**src/rtl/dmem_access_ctrl_if.sv**
```systemverilog
// Data-memory port bundle between the memory-stage access sequencer (master)
// and the data memory (slave).
interface dmem_access_ctrl_if;
  logic        dm_req;
  logic        dm_we;
  logic [31:0] dm_addr;
  logic [3:0]  dm_be;
  logic [31:0] dm_wdata;
  logic        dm_ready;
  logic [31:0] dm_rdata;

  modport master (
    output dm_req, dm_we, dm_addr, dm_be, dm_wdata,
    input  dm_ready, dm_rdata
  );

  modport slave (
    input  dm_req, dm_we, dm_addr, dm_be, dm_wdata,
    output dm_ready, dm_rdata
  );
endinterface

```
**src/rtl/dmem_access_ctrl.sv**
```systemverilog
// Memory-stage load/store sequencer: issues one valid/ready data-memory access,
// stalls the pipeline while it is outstanding, and returns extended load data.
module dmem_access_ctrl #(
  parameter int unsigned MAX_WAIT = 16
) (
  input  logic                       clk,
  input  logic                       rst,
  input  logic                       ex_valid,
  input  logic                       is_load,
  input  logic                       mem_write,
  input  logic [2:0]                 load_type,
  input  logic [2:0]                 store_type,
  input  logic [31:0]                addr,
  input  logic [31:0]                wdata,
  output logic                       stall,
  dmem_access_ctrl_if.master         dm,
  output logic [31:0]                ld_data,
  output logic                       ld_valid,
  output logic                       misalign,
  output logic                       bus_err
);

  localparam int unsigned WW = $clog2(MAX_WAIT + 1);
  localparam logic [WW-1:0] LAST_WAIT = WW'(MAX_WAIT - 1);

  typedef enum logic [1:0] {IDLE, REQ, RESP} state_t;

  state_t        state;
  logic [WW-1:0] wait_cnt;
  logic [2:0]    lat_ty;
  logic [1:0]    lat_off;
  logic          lat_ld;

  logic          access;
  logic [2:0]    ty;
  logic          legal_type;
  logic          aligned;
  logic          ok;
  logic [3:0]    be_next;
  logic [31:0]   wdata_next;
  logic [31:0]   shifted;
  logic [31:0]   ld_ext;

  // A request with both is_load and mem_write set is treated as a load.
  always_comb begin
    access     = ex_valid & (is_load | mem_write);
    ty         = is_load ? load_type : store_type;
    legal_type = is_load ? (load_type inside {3'b000, 3'b001, 3'b010, 3'b100, 3'b101})
                         : (store_type inside {3'b000, 3'b001, 3'b010});
    case (ty[1:0])
      2'b00:   aligned = 1'b1;
      2'b01:   aligned = ~addr[0];
      2'b10:   aligned = (addr[1:0] == 2'b00);
      default: aligned = 1'b0;
    endcase
    ok = legal_type & aligned;

    case (ty[1:0])
      2'b00: begin
        be_next    = 4'b0001 << addr[1:0];
        wdata_next = {24'b0, wdata[7:0]} << {addr[1:0], 3'b000};
      end
      2'b01: begin
        be_next    = 4'b0011 << {addr[1], 1'b0};
        wdata_next = {16'b0, wdata[15:0]} << {addr[1], 4'b0000};
      end
      default: begin
        be_next    = 4'b1111;
        wdata_next = wdata;
      end
    endcase

    stall    = ((state == IDLE) & access & ok) | (state == REQ);
    misalign = (state == IDLE) & access & ~ok;
  end

  always_comb begin
    shifted = dm.dm_rdata >> {lat_off, 3'b000};
    case (lat_ty)
      3'b000:  ld_ext = {{24{shifted[7]}}, shifted[7:0]};
      3'b001:  ld_ext = {{16{shifted[15]}}, shifted[15:0]};
      3'b100:  ld_ext = {24'b0, shifted[7:0]};
      3'b101:  ld_ext = {16'b0, shifted[15:0]};
      default: ld_ext = shifted;
    endcase
  end

  always_ff @(posedge clk) begin
    if (rst) begin
      state       <= IDLE;
      wait_cnt    <= '0;
      lat_ty      <= '0;
      lat_off     <= '0;
      lat_ld      <= 1'b0;
      dm.dm_req   <= 1'b0;
      dm.dm_we    <= 1'b0;
      dm.dm_addr  <= '0;
      dm.dm_be    <= '0;
      dm.dm_wdata <= '0;
      ld_data     <= '0;
      ld_valid    <= 1'b0;
      bus_err     <= 1'b0;
    end else begin
      ld_valid <= 1'b0;
      bus_err  <= 1'b0;
      case (state)
        IDLE: begin
          if (access && ok) begin
            state       <= REQ;
            dm.dm_req   <= 1'b1;
            dm.dm_we    <= ~is_load;
            dm.dm_addr  <= {addr[31:2], 2'b00};
            dm.dm_be    <= be_next;
            dm.dm_wdata <= is_load ? '0 : wdata_next;
            lat_ty      <= ty;
            lat_off     <= addr[1:0];
            lat_ld      <= is_load;
          end
        end
        REQ: begin
          // A ready in the final permitted cycle takes priority over the abort.
          if (dm.dm_ready) begin
            state     <= RESP;
            dm.dm_req <= 1'b0;
            if (lat_ld) begin
              ld_data  <= ld_ext;
              ld_valid <= 1'b1;
            end
          end else if (wait_cnt == LAST_WAIT) begin
            state     <= RESP;
            dm.dm_req <= 1'b0;
            bus_err   <= 1'b1;
          end else begin
            wait_cnt <= wait_cnt + WW'(1);
          end
        end
        RESP: begin
          state    <= IDLE;
          wait_cnt <= '0;
        end
        default: state <= IDLE;
      endcase
    end
  end

endmodule

```
**src/flat_wrapper.sv**
```systemverilog
// flat-port wrapper written by rule: the top's interface ports become plain ports
module dmem_access_ctrl_flat 
#(
  parameter int unsigned MAX_WAIT = 16
)
  (clk, rst, ex_valid, is_load, mem_write, load_type, store_type, addr, wdata, stall, ld_data, ld_valid, misalign, bus_err, dm_dm_req, dm_dm_we, dm_dm_addr, dm_dm_be, dm_dm_wdata, dm_dm_ready, dm_dm_rdata);
  dmem_access_ctrl_if dm_i ();
  input  logic clk;
  input  logic rst;
  input  logic ex_valid;
  input  logic is_load;
  input  logic mem_write;
  input  logic [2:0] load_type;
  input  logic [2:0] store_type;
  input  logic [31:0] addr;
  input  logic [31:0] wdata;
  output logic stall;
  output logic [31:0] ld_data;
  output logic ld_valid;
  output logic misalign;
  output logic bus_err;
  output wire logic [$bits(dm_i.dm_req)-1:0] dm_dm_req;
  output wire logic [$bits(dm_i.dm_we)-1:0] dm_dm_we;
  output wire logic [$bits(dm_i.dm_addr)-1:0] dm_dm_addr;
  output wire logic [$bits(dm_i.dm_be)-1:0] dm_dm_be;
  output wire logic [$bits(dm_i.dm_wdata)-1:0] dm_dm_wdata;
  input wire logic [$bits(dm_i.dm_ready)-1:0] dm_dm_ready;
  input wire logic [$bits(dm_i.dm_rdata)-1:0] dm_dm_rdata;
  assign dm_dm_req = dm_i.dm_req;
  assign dm_dm_we = dm_i.dm_we;
  assign dm_dm_addr = dm_i.dm_addr;
  assign dm_dm_be = dm_i.dm_be;
  assign dm_dm_wdata = dm_i.dm_wdata;
  assign dm_i.dm_ready = dm_dm_ready;
  assign dm_i.dm_rdata = dm_dm_rdata;
  dmem_access_ctrl #(.MAX_WAIT(MAX_WAIT)) u_core (.clk(clk), .rst(rst), .ex_valid(ex_valid), .is_load(is_load), .mem_write(mem_write), .load_type(load_type), .store_type(store_type), .addr(addr), .wdata(wdata), .stall(stall), .dm(dm_i), .ld_data(ld_data), .ld_valid(ld_valid), .misalign(misalign), .bus_err(bus_err));
endmodule
```
**config.mk**
```make
export PLATFORM = sky130hd
export DESIGN_NAME = dmem_access_ctrl_flat
export DESIGN_NICKNAME = d
export VERILOG_FILES = /design/src/rtl/dmem_access_ctrl_if.sv /design/src/rtl/dmem_access_ctrl.sv /design/src/flat_wrapper.sv
export SDC_FILE = /design/constraint.sdc
export NUM_CORES = 1
export LEC_CHECK = 0
export CAP_MARGIN = 25
export CORE_MARGIN = 1
export CORE_UTILIZATION = 35
export CTS_BUF_LIST = sky130_fd_sc_hd__clkbuf_4
export DETAILED_ROUTE_END_ITERATION = 8
export GPL_ROUTABILITY_DRIVEN = 0
export PLACE_DENSITY = 0.73
export SYNTH_ARGS = -nofsm -noshare
export SYNTH_HDL_FRONTEND = slang
export SYNTH_SLANG_ARGS = --single-unit
```
**constraint.sdc**
```tcl
create_clock -name clk -period 1.8 [get_ports clk]
set_clock_uncertainty 0.05 [all_clocks]
set_input_delay 0.18 -clock clk [delete_from_list [all_inputs] [get_ports clk]]
set_output_delay 0.18 -clock clk [all_outputs]
set_load 0.01 [all_outputs]
```
==> results.cfg <==
[floorplan]
core_area_um2 = 16100
die_area_um2 = 17200
ios = 214
die_h_um = 131
die_x_um = 131
placement_rows = 46
initial_core_util_pct = 36.3

[power]
ir_drop_mv = 0.378
seq_power_share_pct = 43.3
total_power_mw = 6.09
switching_share_pct = 26.6
leakage_nw = 3.28
p_sw_mw = 1.62
pwr-share-clk_pct = 37.6
p_int_mw = 4.47
p_comb_share_pct = 19.1
pwr_density_cell_nw_per_um2 = 663

[min_path]
holdCritStartpoint = rst
hold_path_class = input port to flip-flop
min_to = u_core.dm.dm_wdata[16]$_SDFFE_PP0P_
min_path_cells = 5

[logic_synthesis]
synth_commonest_cells = dfxtp_1, nand2b_1, mux2i_1, nand2_1, clkbuf_1
netlist_area_um2 = 5850
ys.flop_type = dfxtp_1
synth.most_common_cell = dfxtp_1
synth_area_leaders = dfxtp_1, mux2i_1, nand2b_1, a211oi_1, nand2_1
synthCells = 643
synth_edf_count = 0
ys_seq_area_share_pct = 39.3
synth_cell_types = 52
yosys_register_bits = 115
yosysTopAreaCellShare_pct = 39.3
yosys.area.top_type = dfxtp_1
yosys_warnings = 0
synthArstFlopShare_pct = 0
avgSynthCellArea_um2 = 9.10

[sta]
worst_pin_slew_ps = 672
fin_ws_ps = -220
slew_violations = 0
hold_slack_ps = 123
relSlewSlack_pct = 55.2
fmax_mhz = 495
post-route-min-period_ps = 2020
fin_tns_setup_ps = -5000
rsz0062_at_grt = yes
hold_violations = 0
final.period_utilization_pct = 112
setup_viol = 47

[global_routing]
grt_pass1_wl_um = 30200
grt_pass1_vias = 5731
grt_max_degree = 79
antenna_found_initial = 0
globalRouteOverflowTotal = 0
grt_use_total_pct = 21.9

[critical_path]
r2r-start = u_core.state[1]$_SDFFE_PP0P_
timing.rr.end = u_core.lat_ld$_SDFFE_PP0P_
reg2reg_slack_ps = -160
cp-start-kind = flip-flop
endpoint_kind = output pin
arrival_ps = 1790
worstPathRequired_ps = 1570
cp_max_fo = 2
r2r_cells = 11
path_class = flip-flop to output pin

[flow_run]
drv_cap = 0

[finish]
antenna_cells = 0
layout.cells.non_filler = 1124
syn_to_final_growth_pct = 56.9
drive_gt1_share_pct = 18.1
fin_nets = 1005

[clock_network]
clkTransAtPathRegs_ps = 120
cts_tree = built
cts_max_level = 4
cts-root-buf = clkbuf_4
clkSinkCount = 115
cts_inserted_buffers = 17
cts_max_path_buffers = 2
clk_latency_ps = 540

[route]
avgViaCountPerCell = 5.13
drtIter0Drc = 314
drc = 0
routed-via-count = 5763
ant_nets = 0
drt-pass1-iter-count = 5
routed_wl_um = 18900
wl_per_cell_um = 16.9

[placed_design]
io_buffers = 211
dp_cells = 1075
dp_hpwl_um = 13200

[run_status]
violations = setup timing
status = complete, but fails checks
layout by cell type (no fill, tap or decap), drive strengths merged, types with 4 or more instances in the layout:
master	netlist	final
nor2b	4	4
inv	6	6
a21oi	33	33
buf	18	81
clkbuf	39	17
mux2	17	17
a41oi	14	14
nor2	37	37
clkdlybuf4s50	0	206
o211ai	16	16
bufinv	0	5
a22o	16	16
dfxtp	115	115
clkinv	0	6
a211oi	36	36
nand2b	87	87
and2	9	9
o21ai	16	16
mux2i	65	65
clkinvlp	0	4
nor3	9	9
nand2	53	53
nand4b	7	7
o2bb2ai	7	7
what timing repair did:
action	4_1_cts	5_1_grt
gates resized for setup	31	31
setup endpoints to repair	65	65
gates cloned	5	0
pin swaps	4	10
buffers inserted	8	8
hold buffers	0	0
kinds of logic after synthesis:
kind of cell	Yosys count	synth area share, %
AO/OA/AOI/OAI	152	18.4
flip-flops	115	39.3
multiplexers	84	15.4
buffers and inverters	63	4.98
XOR/XNOR	3	0.449
AND/OR/NAND/NOR	223	20.9
other	1	0.0641
adder cells (fa/ha/maj)	2	0.427
critical path: stages, from the launching register on:
cell	delay (ps)
dfxtp_2	340
nor3b_2	160
buf_4	140
buf_4	100
buf_6	90
o21ai_4	50
a31oi_2	180
buf_2	170
routing by layer:
layer / up-vias / share of wire (%) / GRT usage [%]
met4: 0 / 2.1 / 7.30
met2: 219 / 48 / 36.1
met5: - / 0 / 0
met1: 2714 / 43 / 27.5
li1: 2801 / - / -
met3: 29 / 7.2 / 6.25
state kept, by name (all words and copies together) (netlist names):
register	flops
u_core.dm.dm_wdata	32
u_core.ld_data	32
u_core.dm.dm_addr	30
u_core.wait_cnt	5
u_core.dm.dm_be	4
u_core.lat_ty	3
u_core.lat_off	2
u_core.state	2
u_core.bus_err	1
u_core.dm.dm_req	1
u_core.dm.dm_we	1
u_core.lat_ld	1
u_core.ld_valid	1
worst max path at each step:
| stage | start | end | slack, ps |
|---|---|---|---|
| global placement | is_load | u_core.dm.dm_wdata[15]$_SDFFE_PP0P_ | -730 |
| finish | u_core.state[1]$_SDFFE_PP0P_ | misalign | -220 |
| detailed placement | is_load | u_core.dm.dm_wdata[15]$_SDFFE_PP0P_ | -770 |
| global route | u_core.state[1]$_SDFFE_PP0P_ | stall | -370 |
| floorplan | u_core.wait_cnt[0]$_SDFFE_PP0P_ | u_core.wait_cnt[3]$_SDFFE_PP0P_ | 30 |
| CTS | u_core.state[1]$_SDFFE_PP0P_ | stall | -250 |
power by group through the flow:
stage	combinational (mW)	sequential, mW	clock [mW]
2_1_floorplan	0.480	2.71	0
3_3_place_gp	1.05	2.69	0
3_5_place_dp	1.06	2.69	0
4_1_cts	1.14	2.63	2.35
5_1_grt	1.25	2.64	2.46
6_report	1.16	2.63	2.29
through the flow:
stage	setup WS [ps]	instance area, µm²	util (%)
2_1_floorplan	32.5	5870	-
3_3_place_gp	-731	8460	52.5
3_5_place_dp	-765	8460	52.5
4_1_cts	-253	9070	56.3
5_1_grt	-366	9190	57.0
6_report	-220	9190	57.0
final cells by class:
class | count | area [µm²]
clock buffer | 17 | 128
multi-input combinational | 466 | 3410
clock inverter | 15 | 214
inverter | 6 | 22.5
fill | 1438 | 6930
timing repair buffer | 289 | 2840
tap | 216 | 270
sequential | 115 | 2310
Power figures use the tool's default switching activity.
